--- src/rtl/reaction_pkg.sv ---
// rtl/reaction_pkg.sv - shared types and constants for the reaction-timer sequencer
// Contents: bcd_t, dst_t status codes, state_t round states, BCD_MAX,
// LFSR_TAPS, lfsr_next() and dst_of() helpers.
package reaction_pkg;

    typedef logic [23:0] bcd_t;

    typedef enum logic [2:0] {
        DST_IDLE  = 3'b000,
        DST_READY = 3'b001,
        DST_GO    = 3'b010,
        DST_MISS  = 3'b011,
        DST_HIT   = 3'b110
    } dst_t;

    typedef enum logic [2:0] {
        ST_IDLE,
        ST_WAIT,
        ST_GO,
        ST_MISS,
        ST_HIT
    } state_t;

    localparam bcd_t BCD_MAX = 24'h999999;

    // Taps 16,14,13,11 expressed as bit positions 15,13,12,10.
    localparam logic [15:0] LFSR_TAPS = 16'hB400;

    function automatic logic [15:0] lfsr_next(input logic [15:0] s);
        return {s[14:0], ^(s & LFSR_TAPS)};
    endfunction

    function automatic dst_t dst_of(input state_t s);
        case (s)
            ST_WAIT: return DST_READY;
            ST_GO:   return DST_GO;
            ST_MISS: return DST_MISS;
            ST_HIT:  return DST_HIT;
            default: return DST_IDLE;
        endcase
    endfunction

endpackage

--- src/rtl/bcd_counter6.sv ---
// rtl/bcd_counter6.sv - six-digit BCD up-counter with clear and overflow flag
// Ports: clk, rst_n (async active-low), clear (sync, dominant), enable
// (count one step), value (current count), overflow (value==999999 && enable).
module bcd_counter6
    import reaction_pkg::*;
(
    input  logic clk,
    input  logic rst_n,
    input  logic clear,
    input  logic enable,
    output bcd_t value,
    output logic overflow
);

    bcd_t       value_q;
    bcd_t       value_d;
    logic [6:0] carry;

    always_comb begin
        value_d  = value_q;
        carry    = '0;
        carry[0] = enable;
        // Ripple the increment up through the digits; a digit at 9 wraps to 0
        // and passes the carry on.
        for (int i = 0; i < 6; i++) begin
            if (carry[i]) begin
                if (value_q[4*i +: 4] == 4'd9) begin
                    value_d[4*i +: 4] = 4'd0;
                    carry[i+1]        = 1'b1;
                end else begin
                    value_d[4*i +: 4] = value_q[4*i +: 4] + 4'd1;
                end
            end
        end
        if (clear) begin
            value_d = '0;
        end
    end

    always_ff @(posedge clk or negedge rst_n) begin
        if (!rst_n) begin
            value_q <= '0;
        end else begin
            value_q <= value_d;
        end
    end

    assign value    = value_q;
    assign overflow = enable && (value_q == BCD_MAX);

endmodule

--- src/rtl/reaction_ctrl.sv ---
// rtl/reaction_ctrl.sv - reaction-timer round sequencer, delay generator and result tracker
// Ports: i_clk, i_rst_n (async active-low), i_btn (debounced button level),
// i_bcdmux (0 last / 1 best on o_bcd), o_dst (status code), o_lit (GO),
// o_miss (MISS), o_init (no hit yet), o_bcd, o_last, o_best (BCD ms.us).
module reaction_ctrl
    import reaction_pkg::*;
#(
    parameter int          CLK_HZ       = 25_000_000,
    parameter int          MIN_DELAY_MS = 1000,
    parameter logic [15:0] LFSR_SEED    = 16'hACE1
) (
    input  logic        i_clk,
    input  logic        i_rst_n,
    input  logic        i_btn,
    input  logic        i_bcdmux,
    output logic [2:0]  o_dst,
    output logic        o_lit,
    output logic        o_miss,
    output logic        o_init,
    output logic [23:0] o_bcd,
    output logic [23:0] o_last,
    output logic [23:0] o_best
);

    localparam int PRE_MAX = CLK_HZ / 1_000_000 - 1;
    localparam int PRE_W   = (PRE_MAX > 0) ? $clog2(PRE_MAX + 1) : 1;

    state_t           state_q, state_d;
    logic             btn_q, btn_d;
    logic [PRE_W-1:0] pre_q, pre_d;
    logic [15:0]      lfsr_q, lfsr_d;
    logic [9:0]       ms_cnt_q, ms_cnt_d;
    logic [11:0]      dly_cnt_q, dly_cnt_d;
    logic [11:0]      delay_q, delay_d;
    bcd_t             last_q, last_d;
    bcd_t             best_q, best_d;
    logic             init_q, init_d;
    dst_t             dst_q, dst_d;
    logic             lit_q, lit_d;
    logic             miss_q, miss_d;

    logic press;
    logic running;
    logic us_tick;
    logic ms_tick;
    logic expire;
    logic entry;
    logic tmr_clr;
    logic tmr_en;
    logic tmr_ovf;
    bcd_t tmr;

    assign press   = i_btn & ~btn_q;
    assign running = (state_q == ST_WAIT) || (state_q == ST_GO);
    assign us_tick = running && (pre_q == PRE_W'(PRE_MAX));
    assign ms_tick = (state_q == ST_WAIT) && us_tick && (ms_cnt_q == 10'd999);
    // Expiry fires on the ms_tick that brings the count up to the delay.
    assign expire  = ms_tick && ((dly_cnt_q + 12'd1) == delay_q);

    assign tmr_clr = entry && (state_d == ST_GO);
    assign tmr_en  = us_tick && (state_q == ST_GO);

    bcd_counter6 u_timer (
        .clk      (i_clk),
        .rst_n    (i_rst_n),
        .clear    (tmr_clr),
        .enable   (tmr_en),
        .value    (tmr),
        .overflow (tmr_ovf)
    );

    // Round state and result capture. A press always takes priority over a
    // same-cycle delay expiry or timer overflow.
    always_comb begin
        state_d = state_q;
        last_d  = last_q;
        best_d  = best_q;
        init_d  = init_q;
        case (state_q)
            ST_IDLE: begin
                if (press) state_d = ST_WAIT;
            end
            ST_WAIT: begin
                if (press)       state_d = ST_MISS;
                else if (expire) state_d = ST_GO;
            end
            ST_GO: begin
                if (press) begin
                    state_d = ST_HIT;
                    last_d  = tmr;
                    if (init_q || (tmr < best_q)) begin
                        best_d = tmr;
                        init_d = 1'b0;
                    end
                end else if (tmr_ovf) begin
                    state_d = ST_MISS;
                end
            end
            ST_MISS, ST_HIT: begin
                if (press) state_d = ST_WAIT;
            end
            default: state_d = ST_IDLE;
        endcase
    end

    assign entry = (state_d != state_q);

    always_comb begin
        btn_d  = i_btn;
        lfsr_d = lfsr_next(lfsr_q);

        if (entry || !running || us_tick) pre_d = '0;
        else                              pre_d = pre_q + PRE_W'(1);

        ms_cnt_d = ms_cnt_q;
        if (entry)                                  ms_cnt_d = '0;
        else if ((state_q == ST_WAIT) && us_tick)   ms_cnt_d = ms_tick ? 10'd0 : ms_cnt_q + 10'd1;

        dly_cnt_d = dly_cnt_q;
        if (entry)        dly_cnt_d = '0;
        else if (ms_tick) dly_cnt_d = dly_cnt_q + 12'd1;

        delay_d = delay_q;
        if (entry && (state_d == ST_WAIT)) begin
            delay_d = 12'(MIN_DELAY_MS) + {1'b0, lfsr_q[10:0]};
        end

        // Status outputs follow the next state so they change on the same
        // edge as the state register.
        dst_d  = dst_of(state_d);
        lit_d  = (state_d == ST_GO);
        miss_d = (state_d == ST_MISS);
    end

    always_ff @(posedge i_clk or negedge i_rst_n) begin
        if (!i_rst_n) begin
            state_q   <= ST_IDLE;
            btn_q     <= 1'b1;
            pre_q     <= '0;
            lfsr_q    <= LFSR_SEED;
            ms_cnt_q  <= '0;
            dly_cnt_q <= '0;
            delay_q   <= '0;
            last_q    <= '0;
            best_q    <= '0;
            init_q    <= 1'b1;
            dst_q     <= DST_IDLE;
            lit_q     <= 1'b0;
            miss_q    <= 1'b0;
        end else begin
            state_q   <= state_d;
            btn_q     <= btn_d;
            pre_q     <= pre_d;
            lfsr_q    <= lfsr_d;
            ms_cnt_q  <= ms_cnt_d;
            dly_cnt_q <= dly_cnt_d;
            delay_q   <= delay_d;
            last_q    <= last_d;
            best_q    <= best_d;
            init_q    <= init_d;
            dst_q     <= dst_d;
            lit_q     <= lit_d;
            miss_q    <= miss_d;
        end
    end

    assign o_dst  = dst_q;
    assign o_lit  = lit_q;
    assign o_miss = miss_q;
    assign o_init = init_q;
    assign o_last = last_q;
    assign o_best = best_q;
    assign o_bcd  = i_bcdmux ? best_q : last_q;

endmodule

--- config.mk ---
export PLATFORM = sky130hd
export DESIGN_NAME = reaction_ctrl
export DESIGN_NICKNAME = d
export VERILOG_FILES = /design/src/rtl/reaction_pkg.sv /design/src/rtl/bcd_counter6.sv /design/src/rtl/reaction_ctrl.sv
export SDC_FILE = /design/constraint.sdc
export NUM_CORES = 1
export LEC_CHECK = 0
export CORE_MARGIN = 2
export CORE_UTILIZATION = 50
export CTS_BUF_LIST = sky130_fd_sc_hd__clkbuf_16
export CTS_CLUSTER_DIAMETER = 30
export DETAILED_ROUTE_END_ITERATION = 12
export PLACE_DENSITY = 0.72
export SLEW_MARGIN = 0
export SYNTH_ARGS = -nofsm -noshare
export SYNTH_HDL_FRONTEND = slang
export SYNTH_HIERARCHICAL = 1
export SYNTH_SLANG_ARGS = --single-unit
--- constraint.sdc ---
create_clock -name i_clk -period 7.2 [get_ports i_clk]
set_input_delay 1.08 -clock i_clk [delete_from_list [all_inputs] [get_ports i_clk]]
set_output_delay 1.08 -clock i_clk [all_outputs]
set_load 0.02 [all_outputs]
==> metrics.txt, run 1 <==
# TYPE chip_impl_metric gauge
chip_impl_metric{name="yosysWarnings",unit=""} 6
chip_impl_metric{name="period_minus_slack",unit="ns"} 4.36
chip_impl_metric{name="route.met2.wl",unit="mm"} 7.84
chip_impl_info{name="cp_endpoint_kind",value="output pin"} 1
chip_impl_info{name="status",value="completed"} 1
chip_impl_metric{name="power.share.clock",unit="%"} 43.6
chip_impl_metric{name="ff2ff_path_depth",unit=""} 11
chip_impl_metric{name="yosys_register_bits",unit=""} 137
chip_impl_info{name="cp_common_cell",value="sky130_fd_sc_hd__clkdlybuf4s50_1"} 1
chip_impl_metric{name="synth.cell_area",unit="sq mm"} 0.00785
chip_impl_metric{name="min_path_cells",unit=""} 0
chip_impl_info{name="postSynth.topFlopCell",value="sky130_fd_sc_hd__dfrtp_1"} 1
chip_impl_metric{name="max_slew_margin",unit="%"} 21.0
chip_impl_info{name="holdCritStartpoint",value="lfsr_q[14]"} 1
chip_impl_metric{name="cp_data_arrival_time",unit="ns"} 3.28
chip_impl_metric{name="post_route_cells_drive_above_1_share",unit="%"} 10.7
chip_impl_metric{name="finalWeightedCongestion",unit=""} 0.832
chip_impl_metric{name="setup_tns",unit="ns"} 0
chip_impl_metric{name="hpwlAfterDp",unit="mm"} 11.2
chip_impl_metric{name="power_density",unit="mW/mm^2"} 211
chip_impl_metric{name="synth.net_count",unit=""} 879
chip_impl_metric{name="route.met3.wl",unit="um"} 593
chip_impl_metric{name="post_cts_buffers",unit=""} 0
chip_impl_metric{name="globalRouteOverflowTotal",unit=""} 0
chip_impl_metric{name="dp_cells",unit=""} 1085
chip_impl_metric{name="route.layer.met1.wl",unit="mm"} 8.03
chip_impl_metric{name="timing.critical_path.fanout_max",unit=""} 24
chip_impl_metric{name="grt_antenna_before_repair",unit=""} 0
chip_impl_metric{name="max_cap_violations",unit=""} 0
chip_impl_metric{name="grt_pass1_wl",unit="mm"} 28.4
chip_impl_metric{name="fmax_achieved",unit="GHz"} 0.229
chip_impl_info{name="min-delay-path-class",value="register to register"} 1
chip_impl_metric{name="layout_worst_path_cycle_share",unit="%"} 60.6
chip_impl_metric{name="p_comb_share",unit="%"} 13.8
chip_impl_info{name="reg2reg_to",value="pre_q[2]"} 1
chip_impl_metric{name="dieArea",unit="sq mm"} 0.0167
chip_impl_metric{name="tritoncts_num_sinks",unit=""} 137
chip_impl_metric{name="route.final.wire_length",unit="mm"} 16.7
chip_impl_metric{name="area_growth",unit="%"} 19.3
chip_impl_metric{name="synthCells",unit=""} 835
chip_impl_metric{name="chipHeight",unit="um"} 129
chip_impl_metric{name="tightest_slew",unit="ns"} 1.18
chip_impl_metric{name="pre_repair_dr_iteration_count",unit=""} 5
chip_impl_info{name="topRoutingLayerUsed",value="met4"} 1
chip_impl_metric{name="viasPerCell",unit=""} 5.62
chip_impl_metric{name="rows",unit=""} 45
chip_impl_metric{name="initial_core_util",unit="%"} 51.5
chip_impl_metric{name="routedWlPerCell",unit="um"} 15.0
chip_impl_metric{name="p_leak",unit="nW"} 4.31
chip_impl_info{name="min_to",value="lfsr_q[15]"} 1
chip_impl_info{name="tritoncts",value="done"} 1
chip_impl_info{name="worst_setup_path_start_kind",value="input pin"} 1
chip_impl_info{name="regToRegStartpoint",value="pre_q[0]"} 1
chip_impl_metric{name="drt-initial-drc-count",unit=""} 368
chip_impl_metric{name="report.final.setup_viol",unit=""} 0
chip_impl_metric{name="num-nets-final",unit=""} 937
chip_impl_metric{name="timing.final.hold_violations",unit=""} 0
chip_impl_info{name="critPathSlowestCell",value="sky130_fd_sc_hd__clkdlybuf4s50_1"} 1
chip_impl_info{name="timing.critical_path.cells",value="clkdlybuf4s50_1 > mux2_2 > clkdlybuf4s50_1"} 1
chip_impl_metric{name="ys_seq_area_share",unit="%"} 43.8
chip_impl_metric{name="avgSynthCellArea",unit="sq um"} 9.40
chip_impl_metric{name="netSwitchingPower",unit="mW"} 0.513
chip_impl_metric{name="postSynth.asyncResetShare",unit="%"} 100
chip_impl_metric{name="synth_largest_type_area_fraction",unit="%"} 40.5
chip_impl_metric{name="core",unit="sq mm"} 0.0153
chip_impl_metric{name="top_level_i_o_count",unit=""} 82
chip_impl_metric{name="cts-buffers-inserted",unit=""} 17
chip_impl_metric{name="synth-edff-count",unit=""} 0
chip_impl_metric{name="grt_pass1_vias",unit=""} 5949
chip_impl_metric{name="port-buffer-count",unit=""} 81
chip_impl_info{name="synth_commonest_cells",value="131 x sky130_fd_sc_hd__nand2_1, 127 x sky130_fd_sc_hd__dfrtp_1, 76 x sky130_fd_sc_hd__nor2_1"} 1
chip_impl_info{name="synthMostInstantiatedCell",value="sky130_fd_sc_hd__nand2_1"} 1
chip_impl_metric{name="antennaDiodeCount",unit=""} 0
chip_impl_metric{name="detailroute.via_count",unit=""} 6278
chip_impl_info{name="area_contributors_post_synth",value="sky130_fd_sc_hd__dfrtp_1 40%, sky130_fd_sc_hd__ha_1 6.4%, sky130_fd_sc_hd__nand2_1 6.3%, sky130_fd_sc_hd__mux2_2 4.6%, sky130_fd_sc_hd__nor2_1 3.6%"} 1
chip_impl_metric{name="cts_resized",unit=""} 0
chip_impl_metric{name="power_report.internal_total",unit="mW"} 1.46
chip_impl_metric{name="cts.htree.levels",unit=""} 4
chip_impl_metric{name="synthDistinctLibCells",unit=""} 63
chip_impl_metric{name="cts.reportedPaths.clkPinSlew",unit="ns"} 0.06
chip_impl_metric{name="p_seq_share",unit="%"} 42.6
chip_impl_metric{name="timing_max_transition_violations_final",unit=""} 0
chip_impl_info{name="grt_setup_unrepaired",value="false"} 1
chip_impl_metric{name="timing.critical_path.slowest_cell_delay",unit="ns"} 1.23
chip_impl_metric{name="cts_buffer_depth",unit=""} 2
chip_impl_info{name="root_buffer",value="sky130_fd_sc_hd__clkbuf_16"} 1
chip_impl_metric{name="grt.total_usage",unit="%"} 21.1
chip_impl_metric{name="ff2ff_setup_slack",unit="ns"} 3.37
chip_impl_metric{name="maximum_clock_skew_at_final_layout",unit="ns"} 0.00498
chip_impl_metric{name="ant_nets",unit=""} 0
chip_impl_metric{name="vdd.ir_drop.worst",unit="uV"} 148
chip_impl_info{name="worst-setup-path-type",value="input pin to output pin"} 1
chip_impl_metric{name="clock_latency_at_the_later_pin_of_the_worst_skew_pair",unit="ns"} 0.42
chip_impl_metric{name="crit_required",unit="ns"} 6.12
chip_impl_metric{name="final_cell_count_no_fill",unit=""} 1117
chip_impl_metric{name="cts_hold_buffers",unit=""} 0
chip_impl_metric{name="detail_route.drc_violations",unit=""} 0
chip_impl_metric{name="grt_start_max_net_pins",unit=""} 88
chip_impl_metric{name="die_width",unit="um"} 129
chip_impl_info{name="synth.largest_area_cell",value="sky130_fd_sc_hd__dfrtp_1"} 1
chip_impl_metric{name="switching_share",unit="%"} 25.9
[worst max-delay path: cells and delay by family]
family	cells	cell delay [ns]
buf+inv	2	1.77
mux	1	0.43
[flip-flops by register name, indices dropped and copies added (netlist names)]
name and count:
state_q 3, o_miss 1, o_last 24, o_lit 1, pre_q 5, dly_cnt_q 12, o_dst 3, u_timer/value 24
ms_cnt_q 10, lfsr_q 16, o_init 1, btn_q 1, delay_q 12, o_best 24
[power groups by stage]
stage	sequential [mW]	clock, mW	combinational [mW]
finish	0.842	0.863	0.272
global route	0.847	0.917	0.301
CTS	0.841	0.882	0.276
detailed placement	0.855	0	0.274
global placement	0.854	0	0.269
floorplan	0.865	0	0.147
[worst max path at each step]
stage	to	slack [ns]	start
2_1_floorplan	o_bcd[10]	4.05	i_bcdmux
3_3_place_gp	o_bcd[21]	2.87	i_bcdmux
3_5_place_dp	o_bcd[1]	2.80	i_bcdmux
4_1_cts	o_bcd[1]	2.80	i_bcdmux
5_1_grt	o_bcd[8]	2.71	i_bcdmux
6_report	o_bcd[1]	2.84	i_bcdmux
[cells by family (layout without fill, tap and decap cells)]
family | Yosys count | in the layout | synth area share (%)
AO/OA/AOI/OAI | 140 | 140 | 12.9
XOR/XNOR | 44 | 44 | 4.91
multiplexers | 37 | 37 | 5.29
flip-flops | 137 | 137 | 43.8
AND/OR/NAND/NOR | 351 | 351 | 22.2
buffers and inverters | 86 | 157 | 4.56
adder cells (fa/ha/maj) | 40 | 40 | 6.37
[through the flow]
step	setup WS [ns]	utilization (%)	cell area (sq um)	power [mW]	hold slack, ns
floorplan	4.05	-	7850	1.01	0.333
global placement	2.87	57.6	8780	1.12	0.335
detailed placement	2.80	57.6	8780	1.13	0.350
CTS	2.80	61.4	9370	2.00	0.352
global route	2.71	61.4	9370	2.06	0.359
finish	2.84	61.4	9370	1.98	0.347
[cells in the final DEF, fill, tap and decap left out, drive strengths merged, types with 12 or more instances in the layout]
master	instances
a21oi	40
a221oi	24
and3	30
clkbuf	17
clkdlybuf4s50	80
dfrtp	127
ha	40
inv	38
mux2	33
nand2	131
nand3	17
nand4	12
nor2	76
nor3	25
o21ai	19
o311ai	27
or3	12
xnor2	28
xor2	16
[routing by layer]
layer  vias up  global-route usage (%)
li1       3075                       -
met1      3046                    28.5
met2       136                    33.9
met3        21                    4.25
met4         0                    7.23
met5         -                       0
[layout make-up]
type	instances	area (sq um)
clock buffer	17	425
clock inverter	15	159
fill	1288	5890
inverter	38	143
multi-input combinational	612	4080
sequential	137	3440
tap	211	264
timing repair buffer	87	857
(Power assumes the default switching activity.)
==> inputs of run 2 (changes only) <==
--- a/config.mk
+++ b/config.mk
@@ -10,7 +10,7 @@
 export CTS_BUF_LIST = sky130_fd_sc_hd__clkbuf_16
 export CTS_CLUSTER_DIAMETER = 30
 export DETAILED_ROUTE_END_ITERATION = 12
-export PLACE_DENSITY = 0.72
+export PLACE_DENSITY = 0.75
 export SLEW_MARGIN = 0
 export SYNTH_ARGS = -nofsm -noshare
 export SYNTH_HDL_FRONTEND = slang
==> constraint.sdc (replaced) <==
create_clock -name i_clk -period 4 [get_ports i_clk]
set_input_delay 0.6 -clock i_clk [delete_from_list [all_inputs] [get_ports i_clk]]
set_output_delay 0.6 -clock i_clk [all_outputs]
set_load 0.02 [all_outputs]
==> run 2 against run 1 <==
Global-route usage is 0.86 points higher. Via count increased by 1.6%. Utilization grew 0.11 points. Cell count is 0.54% higher. Register-to-register slack lost 3.0 ns. Critical endpoint is now pre_q[4]. Flip-flop and latch count stayed put. First-iteration DRC count shrank 5.7%. Clock skew up 0.0062 ns. Highest routed layer unchanged. Non-clock buffer count increased by 6.
==> metrics.txt, run 2 (synthesis gave the netlist of run 1 again) <==
# TYPE chip_impl_metric gauge
chip_impl_metric{name="setup_tns",unit="ns"} 0
chip_impl_metric{name="dieArea",unit="sq mm"} 0.0167
chip_impl_metric{name="clock_latency_at_the_later_pin_of_the_worst_skew_pair",unit="ns"} 0.42
chip_impl_info{name="timing.critical_path.max_delay_family",value="simple AND/OR/NAND/NOR gates"} 1
chip_impl_metric{name="rows",unit=""} 45
chip_impl_info{name="status",value="completed"} 1
chip_impl_metric{name="top_level_i_o_count",unit=""} 82
chip_impl_metric{name="chipHeight",unit="um"} 129
chip_impl_metric{name="globalRouteOverflowTotal",unit=""} 0
chip_impl_metric{name="final_cell_count_no_fill",unit=""} 1123
chip_impl_metric{name="port-buffer-count",unit=""} 81
chip_impl_metric{name="power.share.clock",unit="%"} 41.5
chip_impl_metric{name="period_minus_slack",unit="ns"} 3.59
chip_impl_metric{name="post_cts_buffers",unit=""} 0
chip_impl_metric{name="tightest_slew",unit="ns"} 0.771
chip_impl_metric{name="cts-buffers-inserted",unit=""} 17
chip_impl_metric{name="finalWeightedCongestion",unit=""} 0.826
chip_impl_info{name="cp_common_cell",value="sky130_fd_sc_hd__nor3_1"} 1
chip_impl_metric{name="num-nets-final",unit=""} 943
chip_impl_metric{name="final.hold.worst_slack",unit="ns"} 0.205
chip_impl_info{name="critPathSlowestCell",value="sky130_fd_sc_hd__a31oi_4"} 1
chip_impl_metric{name="setup_ws",unit="ns"} 0.409
chip_impl_metric{name="route.final.wire_length",unit="mm"} 17.4
chip_impl_metric{name="drt-initial-drc-count",unit=""} 347
chip_impl_metric{name="hpwlAfterDp",unit="mm"} 11.8
chip_impl_metric{name="timing_max_transition_violations_final",unit=""} 0
chip_impl_metric{name="grt_pass1_wl",unit="mm"} 29.2
chip_impl_metric{name="max_slew_margin",unit="%"} 48.6
chip_impl_metric{name="grt.total_usage",unit="%"} 21.9
chip_impl_metric{name="core",unit="sq mm"} 0.0153
chip_impl_metric{name="initial_core_util",unit="%"} 51.5
chip_impl_metric{name="routedWlPerCell",unit="um"} 15.5
chip_impl_metric{name="cts.reportedPaths.clkPinSlew",unit="ns"} 0.06
chip_impl_metric{name="ant_nets",unit=""} 0
chip_impl_metric{name="cts_resized",unit=""} 0
chip_impl_metric{name="grt_start_max_net_pins",unit=""} 84
chip_impl_metric{name="ff2ff_path_depth",unit=""} 11
chip_impl_metric{name="pre_repair_dr_iteration_count",unit=""} 5
chip_impl_metric{name="cts.htree.levels",unit=""} 4
chip_impl_metric{name="netSwitchingPower",unit="mW"} 0.971
chip_impl_info{name="leading_cell_type_in_the_layout_fill_and_taps_excluded",value="sky130_fd_sc_hd__nand2_1"} 1
chip_impl_info{name="worst_setup_path_start_kind",value="register"} 1
chip_impl_metric{name="grt_pass1_vias",unit=""} 5974
chip_impl_metric{name="crit_buf_inv",unit=""} 1
chip_impl_metric{name="power_density",unit="mW/mm^2"} 367
chip_impl_metric{name="power_report.internal_total",unit="mW"} 2.47
chip_impl_metric{name="layout_worst_path_cycle_share",unit="%"} 89.8
chip_impl_metric{name="timing.critical_path.slowest_cell_delay",unit="ns"} 0.64
chip_impl_info{name="worst-setup-path-type",value="register to register"} 1
chip_impl_metric{name="cts_hold_buffers",unit=""} 0
chip_impl_info{name="cp_endpoint_kind",value="register"} 1
chip_impl_metric{name="detail_route.drc_violations",unit=""} 0
chip_impl_metric{name="max_cap_violations",unit=""} 0
chip_impl_metric{name="cp_data_arrival_time",unit="ns"} 3.86
chip_impl_metric{name="finalPower",unit="mW"} 3.44
chip_impl_metric{name="dp_cells",unit=""} 1091
chip_impl_metric{name="viasPerCell",unit=""} 5.68
chip_impl_metric{name="grt_antenna_before_repair",unit=""} 0
chip_impl_metric{name="antennaDiodeCount",unit=""} 0
chip_impl_metric{name="fmax_achieved",unit="GHz"} 0.279
chip_impl_metric{name="cts_buffer_depth",unit=""} 2
chip_impl_metric{name="timing.final.hold_violations",unit=""} 0
chip_impl_metric{name="pre_cts_ws",unit="ns"} 0.424
chip_impl_info{name="min-delay-path-class",value="input pin to async pin"} 1
chip_impl_metric{name="maximum_clock_skew_at_final_layout",unit="ns"} 0.0112
chip_impl_metric{name="tritoncts_num_sinks",unit=""} 137
chip_impl_info{name="tritoncts",value="done"} 1
chip_impl_metric{name="p_comb_share",unit="%"} 14.4
chip_impl_info{name="grt_setup_unrepaired",value="false"} 1
chip_impl_metric{name="switching_share",unit="%"} 28.2
chip_impl_metric{name="crit_required",unit="ns"} 4.27
chip_impl_info{name="layout.cells.most_common_list",value="131 x sky130_fd_sc_hd__nand2_1, 127 x sky130_fd_sc_hd__dfrtp_1, 80 x sky130_fd_sc_hd__clkdlybuf4s50_1"} 1
chip_impl_info{name="timing.critical_path.cells",value="inv_1 > ha_1 > nand4b_4 > nor3_1 > and4b_1 > nand3_2 > nor4_1 > o21a_1 > nor3_1 > a31oi_4 > nor3_1"} 1
chip_impl_metric{name="timing.critical_path.fanout_max",unit=""} 27
chip_impl_metric{name="fill_cells",unit=""} 1274
chip_impl_metric{name="die_width",unit="um"} 129
chip_impl_info{name="root_buffer",value="sky130_fd_sc_hd__clkbuf_16"} 1
chip_impl_metric{name="critical_path_depth",unit=""} 11
chip_impl_metric{name="post_route_cells_drive_above_1_share",unit="%"} 11.5
chip_impl_metric{name="report.final.setup_viol",unit=""} 0
chip_impl_metric{name="p_seq_share",unit="%"} 44.1
chip_impl_metric{name="area_growth",unit="%"} 19.5
chip_impl_metric{name="p_leak",unit="nW"} 4.31
chip_impl_metric{name="vdd.ir_drop.worst",unit="uV"} 512
chip_impl_metric{name="detailroute.via_count",unit=""} 6377
==> run 2: cell types whose count changed in the layout (fill, tap and decap cells not counted), sizes merged <==
cell      delta
clkinvlp     +2
bufinv       -3
clkinv       -6
inv          +7
buf          +6
==> run 2: worst paths after layout <==
check,from,endpoint,slack (ns)
hold / removal,i_rst_n,o_last[6],0.21
max in group asynchronous,i_rst_n,lfsr_q[5],2.87
hold reg to reg,lfsr_q[14],lfsr_q[15],0.35
setup / recovery,pre_q[0],pre_q[4],0.41
min in group i_clk,lfsr_q[14],lfsr_q[15],0.35
setup reg to reg,pre_q[0],pre_q[4],0.41
==> run 2: worst reg2reg max path, cell delays in order (launching register included) <==
cell                       delay, ns
sky130_fd_sc_hd__dfrtp_1        0.41
sky130_fd_sc_hd__inv_1          0.07
sky130_fd_sc_hd__ha_1           0.18
sky130_fd_sc_hd__nand4b_4       0.13
sky130_fd_sc_hd__nor3_1         0.57
sky130_fd_sc_hd__and4b_1        0.46
sky130_fd_sc_hd__nand3_2        0.19
sky130_fd_sc_hd__nor4_1         0.41
sky130_fd_sc_hd__o21a_1         0.16
sky130_fd_sc_hd__nor3_1         0.06
sky130_fd_sc_hd__a31oi_4        0.64
sky130_fd_sc_hd__nor3_1         0.15
==> run 2: stage by stage <==
step	utilization, %	area (sq um)
4_1_cts	61.5	9380
3_5_place_dp	57.9	8840
2_1_floorplan	-	7850
5_1_grt	61.5	9380
6_report	61.5	9380
3_3_place_gp	57.9	8840
==> run 2: power by group through the flow <==
stage | registers, mW | logic, mW | clock network, mW
finish | 1.52 | 0.494 | 1.43
global route | 1.53 | 0.545 | 1.53
CTS | 1.52 | 0.500 | 1.46
detailed placement | 1.54 | 0.495 | 0
global placement | 1.54 | 0.486 | 0
floorplan | 1.56 | 0.265 | 0
==> run 2: area by class of cell <==
type                       count  area (sq um)  share of cell area (%)
multi-input combinational    612          4080                    43.5
inverter                      38           143                    1.52
clock inverter                15           118                    1.25
tap                          211           264                    2.81
timing repair buffer          93           915                    9.75
sequential                   137          3440                    36.7
clock buffer                  17           425                    4.53
==> run 2: per-layer routing <==
layer	track usage [%]	part of all wire (%)	vias to the layer above	wire (um)
met5	0	0	-	0
met2	35.8	48	156	8320
li1	-	-	3098	-
met1	29.4	46	3098	8020
met3	4.67	4.1	25	716
met4	7.03	1.7	0	296
